**src/rtl/tm_warp_launcher.sv**
```systemverilog
// Thread-manager warp launcher: queues launch requests, claims a free hardware
// slot, runs the RAU allocation handshake and announces started warps to IB.
module tm_warp_launcher #(
  parameter int NUM_HW  = 8,
  parameter int SWID_W  = 8,
  parameter int QDEPTH  = 4,
  parameter int TIMEOUT = 32,
  localparam int HWID_W = $clog2(NUM_HW)
) (
  input  logic              clk,
  input  logic              rst,
  input  logic              Launch_Valid_CTA_TM,
  output logic              Launch_Ready_TM_CTA,
  input  logic [SWID_W-1:0] Launch_SWWarp_CTA_TM,
  input  logic [2:0]        Launch_Nreq_CTA_TM,
  input  logic [4:0]        Available_RAU_TM,
  input  logic              Req_Done_RAU_IB,
  input  logic              ExitEN_IB_RAU,
  input  logic [HWID_W-1:0] ExitWarpID_IB_RAU,
  output logic              AlloEN_TM_RAU,
  output logic [2:0]        Nreq_TM_RAU,
  output logic [HWID_W-1:0] HWWarp_TM_RAU,
  output logic [SWID_W-1:0] SWWarp_TM_RAU,
  output logic              WarpStart_TM_IB,
  output logic [HWID_W-1:0] WarpStartID_TM_IB,
  output logic [NUM_HW-1:0] WarpActive_TM_IB,
  output logic              AllocErr_TM
);

  localparam int AW    = $clog2(QDEPTH);
  localparam int EW    = SWID_W + 3;
  localparam int CNT_W = $clog2(TIMEOUT + 1);

  typedef enum logic [2:0] {
    S_IDLE  = 3'd0,
    S_ISSUE = 3'd1,
    S_WAIT1 = 3'd2,
    S_WAIT  = 3'd3,
    S_GAP   = 3'd4
  } state_t;

  state_t            state_q, state_d;
  logic [EW-1:0]     mem_q [QDEPTH];
  logic [AW-1:0]     wr_ptr_q, rd_ptr_q;
  logic [AW:0]       count_q, count_d;
  logic              ready_q, ready_d;
  logic [CNT_W-1:0]  cnt_q, cnt_d;
  logic              err_q, err_d;
  logic [NUM_HW-1:0] active_q, active_d;
  logic [2:0]        nreq_q, nreq_d;
  logic [HWID_W-1:0] hw_q, hw_d;
  logic [SWID_W-1:0] sw_q, sw_d;

  logic              push, pop;
  logic [SWID_W-1:0] head_sw;
  logic [2:0]        head_nreq;
  logic [3:0]        need;
  logic              free_found;
  logic [HWID_W-1:0] free_idx;
  logic              launch_ok;
  logic              warp_start;
  logic [NUM_HW-1:0] set_mask, clr_mask;

  // Launch handshake: a request transfers on a rising edge where valid and
  // ready are both high; ready is registered and already reflects the pop/push
  // of the previous edge, so it never admits a write into a full queue.
  assign push = Launch_Valid_CTA_TM & ready_q;
  assign pop  = (state_q == S_ISSUE);

  assign head_sw   = mem_q[rd_ptr_q][EW-1:3];
  assign head_nreq = mem_q[rd_ptr_q][2:0];
  // RAU hands out registers in pairs, so odd requests round up.
  assign need      = {1'b0, head_nreq} + {3'b000, head_nreq[0]};

  always_comb begin
    free_found = 1'b0;
    free_idx   = '0;
    for (int i = NUM_HW - 1; i >= 0; i--) begin
      if (!active_q[i]) begin
        free_found = 1'b1;
        free_idx   = HWID_W'(i);
      end
    end
  end

  assign launch_ok = (count_q != '0) && free_found &&
                     (Available_RAU_TM >= {1'b0, need}) && !ExitEN_IB_RAU;

  always_comb begin
    count_d = count_q;
    case ({push, pop})
      2'b10:   count_d = count_q + 1'b1;
      2'b01:   count_d = count_q - 1'b1;
      default: count_d = count_q;
    endcase
    ready_d = (count_d != (AW + 1)'(QDEPTH));
  end

  always_comb begin
    state_d    = state_q;
    cnt_d      = '0;
    err_d      = err_q;
    nreq_d     = nreq_q;
    hw_d       = hw_q;
    sw_d       = sw_q;
    set_mask   = '0;
    clr_mask   = '0;
    warp_start = 1'b0;
    case (state_q)
      S_IDLE: begin
        if (launch_ok) begin
          state_d = S_ISSUE;
          nreq_d  = head_nreq;
          hw_d    = free_idx;
          sw_d    = head_sw;
        end
      end
      S_ISSUE: begin
        set_mask[hw_q] = 1'b1;
        state_d        = S_WAIT1;
      end
      // The done level still belongs to the previous allocation here.
      S_WAIT1: begin
        cnt_d   = cnt_q + 1'b1;
        state_d = S_WAIT;
      end
      S_WAIT: begin
        if (Req_Done_RAU_IB) begin
          warp_start = 1'b1;
          state_d    = S_GAP;
        end else if (cnt_q == CNT_W'(TIMEOUT - 1)) begin
          err_d          = 1'b1;
          clr_mask[hw_q] = 1'b1;
          state_d        = S_IDLE;
        end else begin
          cnt_d = cnt_q + 1'b1;
        end
      end
      S_GAP:   state_d = S_IDLE;
      default: state_d = S_IDLE;
    endcase
    // A slot still mid-allocation cannot exit; it is not live yet.
    if (ExitEN_IB_RAU && active_q[ExitWarpID_IB_RAU] &&
        !(((state_q == S_WAIT1) || (state_q == S_WAIT)) && (ExitWarpID_IB_RAU == hw_q)))
      clr_mask[ExitWarpID_IB_RAU] = 1'b1;
    active_d = (active_q & ~clr_mask) | set_mask;
  end

  always_ff @(posedge clk or negedge rst) begin
    if (!rst) begin
      state_q  <= S_IDLE;
      wr_ptr_q <= '0;
      rd_ptr_q <= '0;
      count_q  <= '0;
      ready_q  <= 1'b0;
      cnt_q    <= '0;
      err_q    <= 1'b0;
      active_q <= '0;
      nreq_q   <= '0;
      hw_q     <= '0;
      sw_q     <= '0;
    end else begin
      state_q  <= state_d;
      count_q  <= count_d;
      ready_q  <= ready_d;
      cnt_q    <= cnt_d;
      err_q    <= err_d;
      active_q <= active_d;
      nreq_q   <= nreq_d;
      hw_q     <= hw_d;
      sw_q     <= sw_d;
      if (push) wr_ptr_q <= wr_ptr_q + 1'b1;
      if (pop)  rd_ptr_q <= rd_ptr_q + 1'b1;
    end
  end

  always_ff @(posedge clk) begin
    if (push) mem_q[wr_ptr_q] <= {Launch_SWWarp_CTA_TM, Launch_Nreq_CTA_TM};
  end

  assign Launch_Ready_TM_CTA = ready_q;
  assign AlloEN_TM_RAU       = (state_q == S_ISSUE);
  assign Nreq_TM_RAU         = nreq_q;
  assign HWWarp_TM_RAU       = hw_q;
  assign SWWarp_TM_RAU       = sw_q;
  assign WarpStart_TM_IB     = warp_start;
  assign WarpStartID_TM_IB   = warp_start ? hw_q : '0;
  assign WarpActive_TM_IB    = active_q;
  assign AllocErr_TM         = err_q;

endmodule

```
**config.mk**
```make
export PLATFORM = sky130hd
export DESIGN_NAME = tm_warp_launcher
export DESIGN_NICKNAME = d
export VERILOG_FILES = /design/src/rtl/tm_warp_launcher.sv
export SDC_FILE = /design/constraint.sdc
export NUM_CORES = 1
export LEC_CHECK = 0
export BUFFER_PORTS_ARGS = -buffer_cell sky130_fd_sc_hd__buf_2
export CORE_AREA = 2 2 96 70
export DETAILED_ROUTE_END_ITERATION = 10
export DIE_AREA = 0 0 98 72
export PLACE_DENSITY = 0.83
export SLEW_MARGIN = 10
export SYNTH_ARGS = -nofsm -noshare
export SYNTH_HDL_FRONTEND = slang
export SYNTH_SLANG_ARGS = --single-unit
```
**constraint.sdc**
```tcl
create_clock -name clk -period 5.78 [get_ports clk]
set_input_delay 0 -clock clk [delete_from_list [all_inputs] [get_ports clk]]
set_output_delay 0 -clock clk [all_outputs]
set_load 0.02 [all_outputs]
```
==> impl_metrics.toml, run 1 <==
[run_status]
status = "finished, final reports clean"

[clock_tree]
cts_tree = "yes"
cts-root-buf = "clkbuf_8"
path_clk_slew_ps = 80
cts_buffer_depth = 2
clk_latency_ps = 350
cts_setup_buffers = 0
cts_resized = 0
cts_buffers = 9
htree_levels = 3
hold_buffers = 15
clock_sinks = 84

[routing]
first_pass_iters = 4
vias_per_cell = 5.76
num_vias = 2288
drc_errors = 0
wire_per_inst_um = 17.4
wl_mm = 6.92
drt_iter0_drc = 147
detail-route-antenna-nets = 0

[floorplanning]
die_w_um = 98
die-area_um2 = 7060
fp.coreArea_um2 = 6100
num_rows = 24
io_pins = 53
die_h_um = 72
start_util_pct = 60.1

[sta]
maxSlewViolCount = 0
slew_headroom_pct = 36.9
setup_viol = 0
rsz0062_at_grt = "false"
hold_viol_final = 0
max_freq_mhz = 274
tightest_slew_ps = 947
setup_tns_ps = 0
post-route-min-period_ps = 3640
period_share_pct = 63.0
clock_skew_ps = 9.95

[setup_path]
required_ps = 6010
cp.buffers_inverters = 1
cpPeakStageDelay_ps = 840
crit_top_cell = "ha_1"
worstSetupPathType = "register to register"
crit_fanout = 14
arrival_ps = 3880
crit_family = "multiplexers"
cp_cell_sequence = "mux4_2, ha_1, inv_1, ha_1, o211ai_1, o2bb2ai_1, nor3_4, mux2_2"
startpoint = "rd_ptr_q[0]"
end_kind = "register"
reg2reg_from = "rd_ptr_q[0]"
r2r_cells = 8
critPathSlowestCell = "dfrtp_1"
startpoint_type = "register"
critical_path_depth = 8

[synth]
synthMuxAreaShare_pct = 12.4
netlist.area_leader.share_pct = 36.1
synth_commonest_cells = "44 x edfxtp_1, 40 x dfrtp_1, 12 x nand2_1, 11 x mux4_2, 11 x nor2_1"
ys.flop_type = "edfxtp_1"
synth_largest_area_cell = "edfxtp_1"
synth-compound-area-share_pct = 5.40
yosysWarnings = 0
synth_top_family_by_area = "multiplexers"
synth.area.top_cells = "edfxtp_1 36%, dfrtp_1 27%, mux4_2 6.8%"
synth_nets = 277
synth.distinct_cells = 42
synth.most_common_cell = "edfxtp_1"
synthAdderAreaFrac_pct = 3.96
synthCells = 242
synth_edf_count = 44
async_reset_ff_share_pct = 47.6
yosysSeqAreaShare_pct = 63.4
synth_xor_area_share_pct = 2.87
avgSynthCellArea_um2 = 15.1
syn-cell-area_um2 = 3660
ys_ff_latch = 84
synth-simple-area-share_pct = 9.87

[cells_and_area]
diodes = 0
fin_nets = 349
drive_above_1_share_pct = 30.1
area_growth_syn_to_layout_pct = 17.3

[place]
buffer_ports.inserted = 51
gp_congestion = 0.872
hpwl_mm = 4.62

[global_route]
grt_max_degree = 41
grt_first_pass_wirelength_mm = 11.3
grt.total_usage_pct = 21.0
grt_overflow = 0
grt_pass1_vias = 2292
grt_antenna_before_repair = 0

[pwr]
max-vdd-ir-drop_uv = 214
power_density_nw_per_um2 = 500
p_leak_nw = 1.77
p_total_mw = 2.15

[worst_hold_path]
min_from = "Launch_Valid_CTA_TM"
holdPathStages = 3
hp-class = "primary input to register"

[run]
max_cap_viol_count = 0
[metal layers]
metal / track usage [%] / up-vias / share of wire, % / wire (µm)
met2: 33.9 / 74 / 49 / 3410
li1: - / 1058 / - / -
met3: 5.68 / 9 / 5.0 / 348
met1: 28.4 / 1147 / 45 / 3080
met5: 0 / - / 0 / 0
met4: 7.10 / 0 / 1.2 / 80
[final cells by class]
cell class                      count  area (µm²)
Timing Repair Buffer               66         405
Fill cell                         412        1800
Inverter                           10        37.5
Multi-Input combinational cell    143        1260
Clock buffer                       11         141
Tap cell                           78        97.6
Sequential cell                    84        2320
Clock inverter                      5        28.8
[path summary, 6_finish.rpt]
| path | endpoint | slack, ps |
|---|---|---|
| worst max-delay path | SWWarp_TM_RAU[1] | 2140 |
| worst min-delay path | wr_ptr_q[0] | 40 |
| worst max register to register | SWWarp_TM_RAU[1] | 2140 |
| worst min register to register | AllocErr_TM | 470 |
| max in group asynchronous | SWWarp_TM_RAU[3] | 4850 |
| min in group asynchronous | WarpActive_TM_IB[5] | 330 |
[where the power goes]
group	total [mW]	internal (mW)	switching [mW]
Sequential	0.998	0.816	0.181
Clock	0.359	0.165	0.194
Combinational	0.793	0.368	0.425
[layout by cell type, fill, tap and decap left out, types with 3 or more instances in the layout]
cell / synthesis / layout
buf_2: 1 / 51
edfxtp_1: 44 / 44
dfrtp_1: 40 / 40
dlygate4sd3_1: 0 / 15
nand2_1: 12 / 12
mux4_2: 11 / 11
nor2_1: 11 / 11
inv_1: 10 / 10
o21ai_0: 10 / 10
ha_1: 10 / 10
clkbuf_8: 0 / 10
mux2_4: 8 / 8
xor2_1: 7 / 7
nand2b_1: 6 / 6
o22ai_1: 6 / 6
and3_1: 5 / 5
nor3_1: 5 / 5
nand3_1: 5 / 5
xnor2_1: 5 / 5
mux2_2: 5 / 5
nand4_1: 4 / 4
and2_1: 3 / 3
nor2b_1: 3 / 3
o41ai_1: 3 / 3
nor4_1: 3 / 3
a21o_1: 3 / 3
mux2i_1: 3 / 3
[logic make-up (layout without fill, tap and decap cells)]
logic type | Yosys count | in the layout
AO/OA/AOI/OAI | 30 | 30
multiplexers | 27 | 27
AND/OR/NAND/NOR | 63 | 63
adder cells (fa/ha/maj) | 11 | 11
XOR/XNOR | 12 | 12
buffers and inverters | 15 | 92
flip-flops | 84 | 84
[sequential cells by signal, indices dropped and copies added (netlist names)]
register and count:
SWWarp_TM_RAU 8, rd_ptr_q 2, AllocErr_TM 1, cnt_q 6, Nreq_TM_RAU 3, WarpActive_TM_IB 8
wr_ptr_q 2, mem_q 44, state_q 3, HWWarp_TM_RAU 3, count_q 3, Launch_Ready_TM_CTA 1
[per-stage QoR]
stage / util, % / cells / hold slack [ps] / cell area [µm²] / worst slack [ps]
after floorplan: - / 242 / -296 / 3660 / 3150
after global placement: 65.2 / 366 / 182 / 3980 / 2130
after detailed placement: 65.2 / 366 / 197 / 3980 / 2100
after CTS: 70.5 / 397 / 18.8 / 4300 / 2070
after global routing: 70.5 / 397 / 39.8 / 4300 / 1890
final: 70.5 / 397 / 35.7 / 4300 / 2140
[worst min-delay path: cells and delay by family]
kind | cells | cell delay (ps)
and+or+nand+nor | 1 | 140
buffers and inverters | 1 | 120
xor gates and xnor gates | 1 | 80
Note: power is estimated with default switching activity, not from simulation.
==> run 2, diff against run 1 <==
--- a/config.mk
+++ b/config.mk
@@ -6,10 +6,10 @@
 export NUM_CORES = 1
 export LEC_CHECK = 0
 export BUFFER_PORTS_ARGS = -buffer_cell sky130_fd_sc_hd__buf_2
-export CORE_AREA = 2 2 96 70
+export CORE_AREA = 2 2 100 73
 export DETAILED_ROUTE_END_ITERATION = 10
-export DIE_AREA = 0 0 98 72
-export PLACE_DENSITY = 0.83
+export DIE_AREA = 0 0 102 75
+export PLACE_DENSITY = 0.77
 export SLEW_MARGIN = 10
 export SYNTH_ARGS = -nofsm -noshare
 export SYNTH_HDL_FRONTEND = slang
==> constraint.sdc (replaced) <==
create_clock -name clk -period 3.6 [get_ports clk]
set_input_delay 0 -clock clk [delete_from_list [all_inputs] [get_ports clk]]
set_output_delay 0 -clock clk [all_outputs]
set_load 0.02 [all_outputs]
==> run 2 against run 1 <==
Net effect: cell area grew 1.3%; combinational power grew 66%; routed wire length shrank 4.6%; sequential cell count unchanged; worst hold slack worse by 18 ps; core utilization is 4.9 points lower; critical path depth is 1 higher; non-clock buffer count grew 4; sequential share of layout area fell by 0.68 points; clock-buffer cell count shrank 2.
==> impl_metrics.toml, run 2 (synthesized netlist as in run 1, its figures left out) <==
[place]
dp_slack_ps = 677
gp_congestion = 0.803
buffer_ports.inserted = 51
hpwl_mm = 4.57

[cells_and_area]
area_growth_syn_to_layout_pct = 18.8
top_register = "mem_q"
fillers = 502
most-common-layout-cells = "51 x buf_2, 44 x edfxtp_1, 40 x dfrtp_1"
diodes = 0
largest_reg_flops = 44
drive_above_1_share_pct = 31.6
fin_nets = 353
layout_commonest_cell = "buf_2"

[clock_tree]
cts_buffers = 9
cts-root-buf = "clkbuf_8"
hold_buffers = 15
htree_levels = 3
path_clk_slew_ps = 90
clock_sinks = 84
clk_latency_ps = 360
cts_resized = 0
cts_setup_buffers = 0
cts_buffer_depth = 2
cts_tree = "yes"

[run]
max_cap_viol_count = 0

[pwr]
combPwrFrac_pct = 37.9
netSwitchingPower_mw = 1.30
max-vdd-ir-drop_uv = 338
p_clk_share_pct = 17.1
p_total_mw = 3.48
seqPwrFrac_pct = 45.0
internal_power_mw = 2.17
swShare_pct = 37.5
p_leak_nw = 1.79
power_density_nw_per_um2 = 799

[sta]
rsz0062_at_grt = "false"
hold_viol_final = 0
setup_viol = 0
maxSlewViolCount = 0
period_share_pct = 80.7
post-route-min-period_ps = 2910
slew_headroom_pct = 39.4
tightest_slew_ps = 909
final.setup.worst_slack_ps = 694
setup_tns_ps = 0
max_freq_mhz = 344
clock_skew_ps = 9.98

[setup_path]
critPathSlowestCell = "mux4_2"
required_ps = 3850
crit_fanout = 8
end_kind = "register"
worstSetupPathType = "register to register"
cp.buffers_inverters = 1
cp_cell_sequence = "mux4_2, ha_1, xnor2_1, ha_1, o211ai_1, o2bb2ai_1, nor3_4, buf_4, mux2_4"
cpPeakStageDelay_ps = 600
crit_top_cell = "ha_1"
startpoint_type = "register"
crit_family = "multiplexers"
arrival_ps = 3150

[routing]
wire_per_inst_um = 15.8
vias_per_cell = 5.41
num_vias = 2255
wl_mm = 6.60
drt_iter0_drc = 103
detail-route-antenna-nets = 0
drc_errors = 0
first_pass_iters = 4

[floorplanning]
start_util_pct = 55.2
io_pins = 53
num_rows = 25
die_w_um = 102
die_h_um = 75
die-area_um2 = 7650
fp.coreArea_um2 = 6630

[global_route]
grt.total_usage_pct = 19.5
grt_pass1_vias = 2259
grt_antenna_before_repair = 0
grt_overflow = 0
grt_max_degree = 41
grt_first_pass_wirelength_mm = 11.0

[worst_hold_path]
hp-class = "primary input to register"

[run_status]
status = "finished, final reports clean"
==> run 2: per-layer routing <==
layer	global-route usage, %	share of wire (%)	wire, µm	vias up
met4	5.33	0.41	27	0
met2	29.7	47	3080	62
met1	27.3	47	3110	1119
li1	-	-	-	1072
met5	0	0	0	-
met3	6.87	5.8	380	2
==> run 2: final cells by class <==
cell class | instances | area [µm²] | area share [%]
repair buffers | 70 | 435 | 10.0
inverters | 10 | 37.5 | 0.863
clock buffers | 9 | 124 | 2.85
well taps | 94 | 118 | 2.70
flip-flops and latches | 84 | 2320 | 53.4
clock inverters | 7 | 51.3 | 1.18
multi-input cells | 143 | 1260 | 29.0
==> run 2: power by group through the flow <==
stage / logic [mW] / clock network [mW] / registers (mW)
after global placement: 1.27 / 0 / 1.57
final: 1.32 / 0.596 / 1.57
after floorplan: 0.861 / 0 / 1.64
after detailed placement: 1.31 / 0 / 1.58
after CTS: 1.33 / 0.613 / 1.56
after global routing: 1.46 / 0.658 / 1.61
==> run 2: stage by stage <==
stage	hold slack (ps)	utilization [%]	cell area (µm²)	instances
floorplan	-296	-	3660	242
global placement	183	60.7	4030	386
detailed placement	193	60.7	4030	386
CTS	2.67	65.6	4350	417
global route	23.6	65.6	4350	417
finish	18.1	65.6	4350	417
==> run 2: path summary, 6_finish.rpt <==
kind / start / end / slack [ps] / cells after the start
worst max-delay path: rd_ptr_q[0] / SWWarp_TM_RAU[7] / 690 / 9
worst min-delay path: ExitEN_IB_RAU / state_q[0] / 20 / 3
worst max register to register: rd_ptr_q[0] / SWWarp_TM_RAU[7] / 690 / 9
worst min register to register: AllocErr_TM / AllocErr_TM / 480 / 1
max in group asynchronous: rst / cnt_q[0] / 2710 / 2
min in group asynchronous: rst / WarpActive_TM_IB[6] / 310 / 2
==> run 2: worst min-delay path: cells and delay by family <==
kind            cells  cell delay, ps
compound gates      1              80
buf+inv             1             110
simple gates        1             140
